==> src/rtl/store_pkg.sv <==
// Shared store/load constants, the fault record payload and the store-data lane replication helper.
package store_pkg;

  localparam int unsigned DATA_W = 32;
  localparam int unsigned ADDR_W = 2;
  localparam int unsigned BE_W   = 4;
  localparam int unsigned F3_W   = 3;

  localparam logic [F3_W-1:0] FUNCT3_SB = 3'b000;
  localparam logic [F3_W-1:0] FUNCT3_SH = 3'b001;
  localparam logic [F3_W-1:0] FUNCT3_SW = 3'b010;

  localparam logic CAUSE_MISALIGNED = 1'b0;
  localparam logic CAUSE_ILLEGAL    = 1'b1;

  typedef struct packed {
    logic              cause;
    logic [F3_W-1:0]   funct3;
    logic [ADDR_W-1:0] addr;
  } fault_rec_t;

  // Narrow stores are copied onto every lane so the byte enables alone pick the target.
  function automatic logic [DATA_W-1:0] replicate_store_data(input logic [F3_W-1:0]   funct3,
                                                              input logic [DATA_W-1:0] data);
    logic [DATA_W-1:0] res;
    case (funct3)
      FUNCT3_SB: res = {4{data[7:0]}};
      FUNCT3_SH: res = {2{data[15:0]}};
      default:   res = data;
    endcase
    return res;
  endfunction

endpackage

==> src/rtl/store_unit_if.sv <==
// Execute-stage to store-unit bus: store request in, lane controls and fault record out.
interface store_unit_if;
  import store_pkg::*;

  logic [F3_W-1:0]   funct3_i;
  logic              mem_write_i;
  logic [ADDR_W-1:0] addr_i;
  logic [DATA_W-1:0] store_data_i;
  logic              fault_clr_i;
  logic [BE_W-1:0]   write_en_o;
  logic [DATA_W-1:0] mem_wdata_o;
  logic              misaligned_o;
  logic              illegal_o;
  logic              fault_o;
  logic              fault_cause_o;
  logic [F3_W-1:0]   fault_funct3_o;
  logic [ADDR_W-1:0] fault_addr_o;

  modport master (
    output funct3_i, mem_write_i, addr_i, store_data_i, fault_clr_i,
    input  write_en_o, mem_wdata_o, misaligned_o, illegal_o,
           fault_o, fault_cause_o, fault_funct3_o, fault_addr_o
  );

  modport slave (
    input  funct3_i, mem_write_i, addr_i, store_data_i, fault_clr_i,
    output write_en_o, mem_wdata_o, misaligned_o, illegal_o,
           fault_o, fault_cause_o, fault_funct3_o, fault_addr_o
  );

endinterface

==> src/rtl/store_be_decode.sv <==
// Combinational byte-enable decode with misaligned/illegal classification of a store.
module store_be_decode
  import store_pkg::*;
(
  input  logic [F3_W-1:0]   funct3_i,
  input  logic              mem_write_i,
  input  logic [ADDR_W-1:0] addr_i,
  output logic [BE_W-1:0]   write_en_o,
  output logic              misaligned_o,
  output logic              illegal_o
);

  always_comb begin
    write_en_o   = '0;
    misaligned_o = 1'b0;
    illegal_o    = 1'b0;
    if (mem_write_i) begin
      case (funct3_i)
        FUNCT3_SB: write_en_o = BE_W'(4'b0001 << addr_i);
        FUNCT3_SH: begin
          if (addr_i[0]) misaligned_o = 1'b1;
          else           write_en_o   = addr_i[1] ? 4'b1100 : 4'b0011;
        end
        FUNCT3_SW: begin
          if (addr_i == 2'b00) write_en_o   = 4'b1111;
          else                 misaligned_o = 1'b1;
        end
        default:   illegal_o = 1'b1;
      endcase
    end
  end

endmodule

==> src/rtl/store_unit.sv <==
// Store-path byte-lane unit: lane enables, data replication, reset gating and a sticky first-fault record.
module store_unit
  import store_pkg::*;
(
  input  logic         clk_i,
  input  logic         rst_ni,
  store_unit_if.slave  bus
);

  logic [BE_W-1:0] dec_write_en;
  logic            dec_misaligned;
  logic            dec_illegal;
  logic            capture;

  logic            fault_valid_d, fault_valid_q;
  fault_rec_t      fault_rec_d,   fault_rec_q;

  store_be_decode u_be_decode (
    .funct3_i     (bus.funct3_i),
    .mem_write_i  (bus.mem_write_i),
    .addr_i       (bus.addr_i),
    .write_en_o   (dec_write_en),
    .misaligned_o (dec_misaligned),
    .illegal_o    (dec_illegal)
  );

  assign bus.write_en_o   = rst_ni ? dec_write_en : '0;
  assign bus.misaligned_o = rst_ni & dec_misaligned;
  assign bus.illegal_o    = rst_ni & dec_illegal;
  assign bus.mem_wdata_o  = replicate_store_data(bus.funct3_i, bus.store_data_i);

  // A clear in the same cycle as a new fault still records it, so no event is dropped.
  assign capture = (dec_misaligned | dec_illegal) & (~fault_valid_q | bus.fault_clr_i);

  always_comb begin
    fault_valid_d = fault_valid_q;
    fault_rec_d   = fault_rec_q;
    if (bus.fault_clr_i) fault_valid_d = 1'b0;
    if (capture) begin
      fault_valid_d      = 1'b1;
      fault_rec_d.cause  = dec_illegal ? CAUSE_ILLEGAL : CAUSE_MISALIGNED;
      fault_rec_d.funct3 = bus.funct3_i;
      fault_rec_d.addr   = bus.addr_i;
    end
  end

  always_ff @(posedge clk_i) begin
    if (!rst_ni) begin
      fault_valid_q <= 1'b0;
      fault_rec_q   <= '0;
    end else begin
      fault_valid_q <= fault_valid_d;
      fault_rec_q   <= fault_rec_d;
    end
  end

  assign bus.fault_o        = fault_valid_q;
  assign bus.fault_cause_o  = fault_rec_q.cause;
  assign bus.fault_funct3_o = fault_rec_q.funct3;
  assign bus.fault_addr_o   = fault_rec_q.addr;

endmodule

==> src/flat_wrapper.sv <==
// flat-port wrapper written by rule: the top's interface ports become plain ports
module store_unit_flat import store_pkg::*;
  (clk_i, rst_ni, bus_funct3_i, bus_mem_write_i, bus_addr_i, bus_store_data_i, bus_fault_clr_i, bus_write_en_o, bus_mem_wdata_o, bus_misaligned_o, bus_illegal_o, bus_fault_o, bus_fault_cause_o, bus_fault_funct3_o, bus_fault_addr_o);
  store_unit_if bus_i ();
  input  logic clk_i;
  input  logic rst_ni;
  input wire logic [$bits(bus_i.funct3_i)-1:0] bus_funct3_i;
  input wire logic [$bits(bus_i.mem_write_i)-1:0] bus_mem_write_i;
  input wire logic [$bits(bus_i.addr_i)-1:0] bus_addr_i;
  input wire logic [$bits(bus_i.store_data_i)-1:0] bus_store_data_i;
  input wire logic [$bits(bus_i.fault_clr_i)-1:0] bus_fault_clr_i;
  output wire logic [$bits(bus_i.write_en_o)-1:0] bus_write_en_o;
  output wire logic [$bits(bus_i.mem_wdata_o)-1:0] bus_mem_wdata_o;
  output wire logic [$bits(bus_i.misaligned_o)-1:0] bus_misaligned_o;
  output wire logic [$bits(bus_i.illegal_o)-1:0] bus_illegal_o;
  output wire logic [$bits(bus_i.fault_o)-1:0] bus_fault_o;
  output wire logic [$bits(bus_i.fault_cause_o)-1:0] bus_fault_cause_o;
  output wire logic [$bits(bus_i.fault_funct3_o)-1:0] bus_fault_funct3_o;
  output wire logic [$bits(bus_i.fault_addr_o)-1:0] bus_fault_addr_o;
  assign bus_i.funct3_i = bus_funct3_i;
  assign bus_i.mem_write_i = bus_mem_write_i;
  assign bus_i.addr_i = bus_addr_i;
  assign bus_i.store_data_i = bus_store_data_i;
  assign bus_i.fault_clr_i = bus_fault_clr_i;
  assign bus_write_en_o = bus_i.write_en_o;
  assign bus_mem_wdata_o = bus_i.mem_wdata_o;
  assign bus_misaligned_o = bus_i.misaligned_o;
  assign bus_illegal_o = bus_i.illegal_o;
  assign bus_fault_o = bus_i.fault_o;
  assign bus_fault_cause_o = bus_i.fault_cause_o;
  assign bus_fault_funct3_o = bus_i.fault_funct3_o;
  assign bus_fault_addr_o = bus_i.fault_addr_o;
  store_unit u_core (.clk_i(clk_i), .rst_ni(rst_ni), .bus(bus_i));
endmodule
==> config.mk <==
export PLATFORM = sky130hd
export DESIGN_NAME = store_unit_flat
export DESIGN_NICKNAME = d
export VERILOG_FILES = /design/src/rtl/store_pkg.sv /design/src/rtl/store_unit_if.sv /design/src/rtl/store_be_decode.sv /design/src/rtl/store_unit.sv /design/src/flat_wrapper.sv
export SDC_FILE = /design/constraint.sdc
export NUM_CORES = 1
export LEC_CHECK = 0
export ABC_CLOCK_PERIOD_IN_PS = 2700
export CORE_ASPECT_RATIO = 1.4
export CORE_UTILIZATION = 27
export CTS_BUF_LIST = sky130_fd_sc_hd__clkbuf_16
export DETAILED_ROUTE_END_ITERATION = 7
export PLACE_DENSITY = 0.76
export SLEW_MARGIN = 30
export SYNTH_ARGS = -nofsm -noshare
export SYNTH_HDL_FRONTEND = slang
export SYNTH_SLANG_ARGS = --single-unit
export TNS_END_PERCENT = 20
==> constraint.sdc <==
create_clock -name clk_i -period 2.7 [get_ports clk_i]
set_clock_uncertainty 0.05 [all_clocks]
set_input_delay 0.81 -clock clk_i [delete_from_list [all_inputs] [get_ports clk_i]]
set_output_delay 0.81 -clock clk_i [all_outputs]
set_load 0.02 [all_outputs]
==> metrics.md <==
| Metric | Value |
|---|---|
| Synth cell types | `28` |
| Clk Latency, worst-skew pair | `0.24 ns` |
| Max_slew headroom | `0.711` |
| DRT Wirelength | `3710 um` |
| Min Clock Period, post-route | `2.72 ns` |
| Clk root buf | `clkbuf_16` |
| Arrival time at the worst endpoint | `1.86 ns` |
| Violated checks | `setup timing` |
| ANT cells | `0` |
| Area fraction of the dominant cell type after synthesis | `0.200` |
| Main synth FF type | `dfxtp_1` |
| Layout cell share with drive strength beyond 1 | `0.458` |
| Initial DRC count | `27` |
| YS warnings | `0` |
| Most numerous cell in the Yosys netlist | `mux2_2` |
| Worst-path clk slew | `0.04 ns` |
| Synthesized area | `901 um^2` |
| GP Congestion | `0.813` |
| Sequential-to-total area share from yosys stat | `0.156` |
| Power density over cell area | `353 mW/mm^2` |
| Row Count | `24` |
| # setup viols final | `6` |
| RSZ-0062 raised after global routing | `yes` |
| Die H | `70.3 um` |
| Area grow syn2layout | `128%` |
| Wire per inst | `14.7 um` |
| Kind of critical path | `in -> out` |
| Ys async rst share | `0` |
| R2R Path Start | `u_core.bus.fault_o` |
| Number of global-route vias before repair | `1299` |
| VDD IR max | `390 uV` |
| GRT Util Overall | `0.214` |
| Final Max Slew Viols | `0` |
| FF-to-FF setup slack | `1.29 ns` |
| Cell taking the most area after synthesis | `mux2_2` |
| CP Data Required Time | `1.84 ns` |
| Worst setup SP type | `input pin` |
| Placeable Area | `0.00315 mm^2` |
| Crit-path max FO | `5` |
| R2r endpoint | `u_core.bus.fault_addr_o[0]` |
| Leakage | `0.933 nW` |
| Hold slack | `0.405 ns` |
| Critical Path Source | `bus_funct3_i[0]` |
| Drt pass-1 iters | `4` |
| Initial Util | `0.286` |
| Pin count of the biggest net entering global routing | `13` |
| Die area | `0.00357 mm^2` |
| Hold buffers post-CTS | `0` |
| Total number of vias | `1240` |
| Initial antenna violation count | `0` |
| Pwr Total | `0.725 mW` |
| Synth top area cells | `mux2_2 (20%), dfxtp_1 (16%), mux2i_1 (16%)` |
| Maximum Capacitance Violations | `0` |
| R2R cell count | `4` |
| First-pass GRT wire length | `5770 um` |
| Fin worst setup slack | `-0.0215 ns` |
| Total grt overflow | `0` |
| Fin nets | `256` |
| CTS tree | `yes` |
| Syn_area_per_cell | `7.97 um^2` |
| Placed inst area | `0.00189 mm^2` |
| Fillcell total | `283` |
| Fin Setup TNS | `-0.0831 ns` |
| Worst Setup EP | `bus_mem_wdata_o[11]` |
| Number of flops mapped to enable cells by yosys | `0` |
| Vias per cell | `4.90` |
| Residual DRC | `0` |
| Fmax | `367 MHz` |
| Status | `finished with violations` |
| CTS Buffer Depth | `2` |
| Post-synth top cells | `mux2_2 (16), mux2i_1 (14), nor2_1 (13), nand2_1 (12), a21oi_1 (10)` |
| Worst slew pin tran | `0.433 ns` |
| # H-tree levels | `1` |
| Crit. End Element | `output pin` |
| Die width | `50.8 um` |
| Buffers on Ports | `85` |
| Hold Fails Final Rpt | `0` |
| I/O pin total | `86` |
| CTS Sinks | `7` |
| Final period util | `1.01` |
| #FFs+latches synth | `7` |
| DRT antenna net count | `0` |
| DP Wirelength | `2530 um` |
| Syn Inst Count | `113` |
| Cell area after layout | `0.00205 mm^2` |
| Syn nets | `154` |
| Num CTS Buffers | `3` |
| Worst hold-check path type | `reg -> reg` |
| DP Worst Slack | `-0.887 ns` |
==> timing repair <==
action,in CTS,in global routing
resized for setup,193,16
pin swaps,4,3
buffers inserted,4,1
cloned,2,0
setup endpoints to repair,38,25
==> state kept, by name, summed over array words and instances, names as in the netlist <==
| signal | cells |
|---|---|
| u_core.bus.fault_o | 1 |
| u_core.bus.fault_cause_o | 1 |
| u_core.bus.fault_funct3_o | 3 |
| u_core.bus.fault_addr_o | 2 |
==> per-stage QoR <==
step	std cells	util
6_report	253	0.651
5_1_grt	253	0.651
4_1_cts	253	0.632
3_5_place_dp	243	0.600
3_3_place_gp	243	0.600
2_1_floorplan	113	-
==> kinds of logic after synthesis <==
| kind of cell | count (synthesis) | synth area share |
|---|---|---|
| flops | 7 | 0.156 |
| mux | 30 | 0.356 |
| xor+xnor | 1 | 0.00972 |
| buf+inv | 19 | 0.129 |
| simple gates | 35 | 0.189 |
| compound gates | 21 | 0.161 |
==> cells in the final DEF, fill, tap and decap left out, drive strengths merged, types with 2 or more instances in the layout <==
master	Yosys	layout
dlygate4sd2	0	9
buf	13	62
nor2	13	13
mux2i	14	14
clkbuf	4	3
mux2	16	16
clkdlybuf4s15	0	2
nand2	12	12
nor4	2	2
dfxtp	7	7
o21ai	6	6
a21oi	10	10
nor3	2	2
clkdlybuf4s50	0	40
inv	2	3
==> per-layer routing <==
metal / part of all wire / vias to the layer above / global-route usage
met4: 0.019 / 0 / 0.0957
met1: 0.36 / 560 / 0.204
met2: 0.56 / 75 / 0.430
li1: - / 599 / -
met3: 0.064 / 6 / 0.0261
met5: 0 / - / 0
==> where the power goes <==
part | switching (mW) | internal (mW) | total [mW]
combinational | 0.161 | 0.187 | 0.347
clock | 0.0679 | 0.194 | 0.262
sequential | 0.00447 | 0.112 | 0.116
==> worst max-delay path: stages <==
cell and delay (ns):
buf_6 0.10, buf_6 0.11, nor3_4 0.22, buf_6 0.18, mux2_4 0.31, buf_6 0.13
==> cell type report <==
class	count	area [um^2]	share of cell area
repair buffers	114	1030	0.502
inverters	2	7.51	0.00366
clock buffers	3	75.1	0.0366
multi-input cells	87	747	0.364
flip-flops and latches	7	140	0.0683
well taps	39	48.8	0.0238
clock inverters	1	3.75	0.00183
==> worst min-delay path by stage <==
stage                                       from                            to  slack [ns]  cells after the start
floorplan             u_core.bus.fault_addr_o[0]    u_core.bus.fault_addr_o[0]        0.48                      2
global placement      u_core.bus.fault_addr_o[0]    u_core.bus.fault_addr_o[0]        0.39                      2
detailed placement  u_core.bus.fault_funct3_o[0]  u_core.bus.fault_funct3_o[0]        0.41                      2
CTS                 u_core.bus.fault_funct3_o[0]  u_core.bus.fault_funct3_o[0]        0.41                      2
global route        u_core.bus.fault_funct3_o[0]  u_core.bus.fault_funct3_o[0]        0.42                      2
finish              u_core.bus.fault_funct3_o[0]  u_core.bus.fault_funct3_o[0]        0.41                      2
Power figures use the tool's default switching activity.
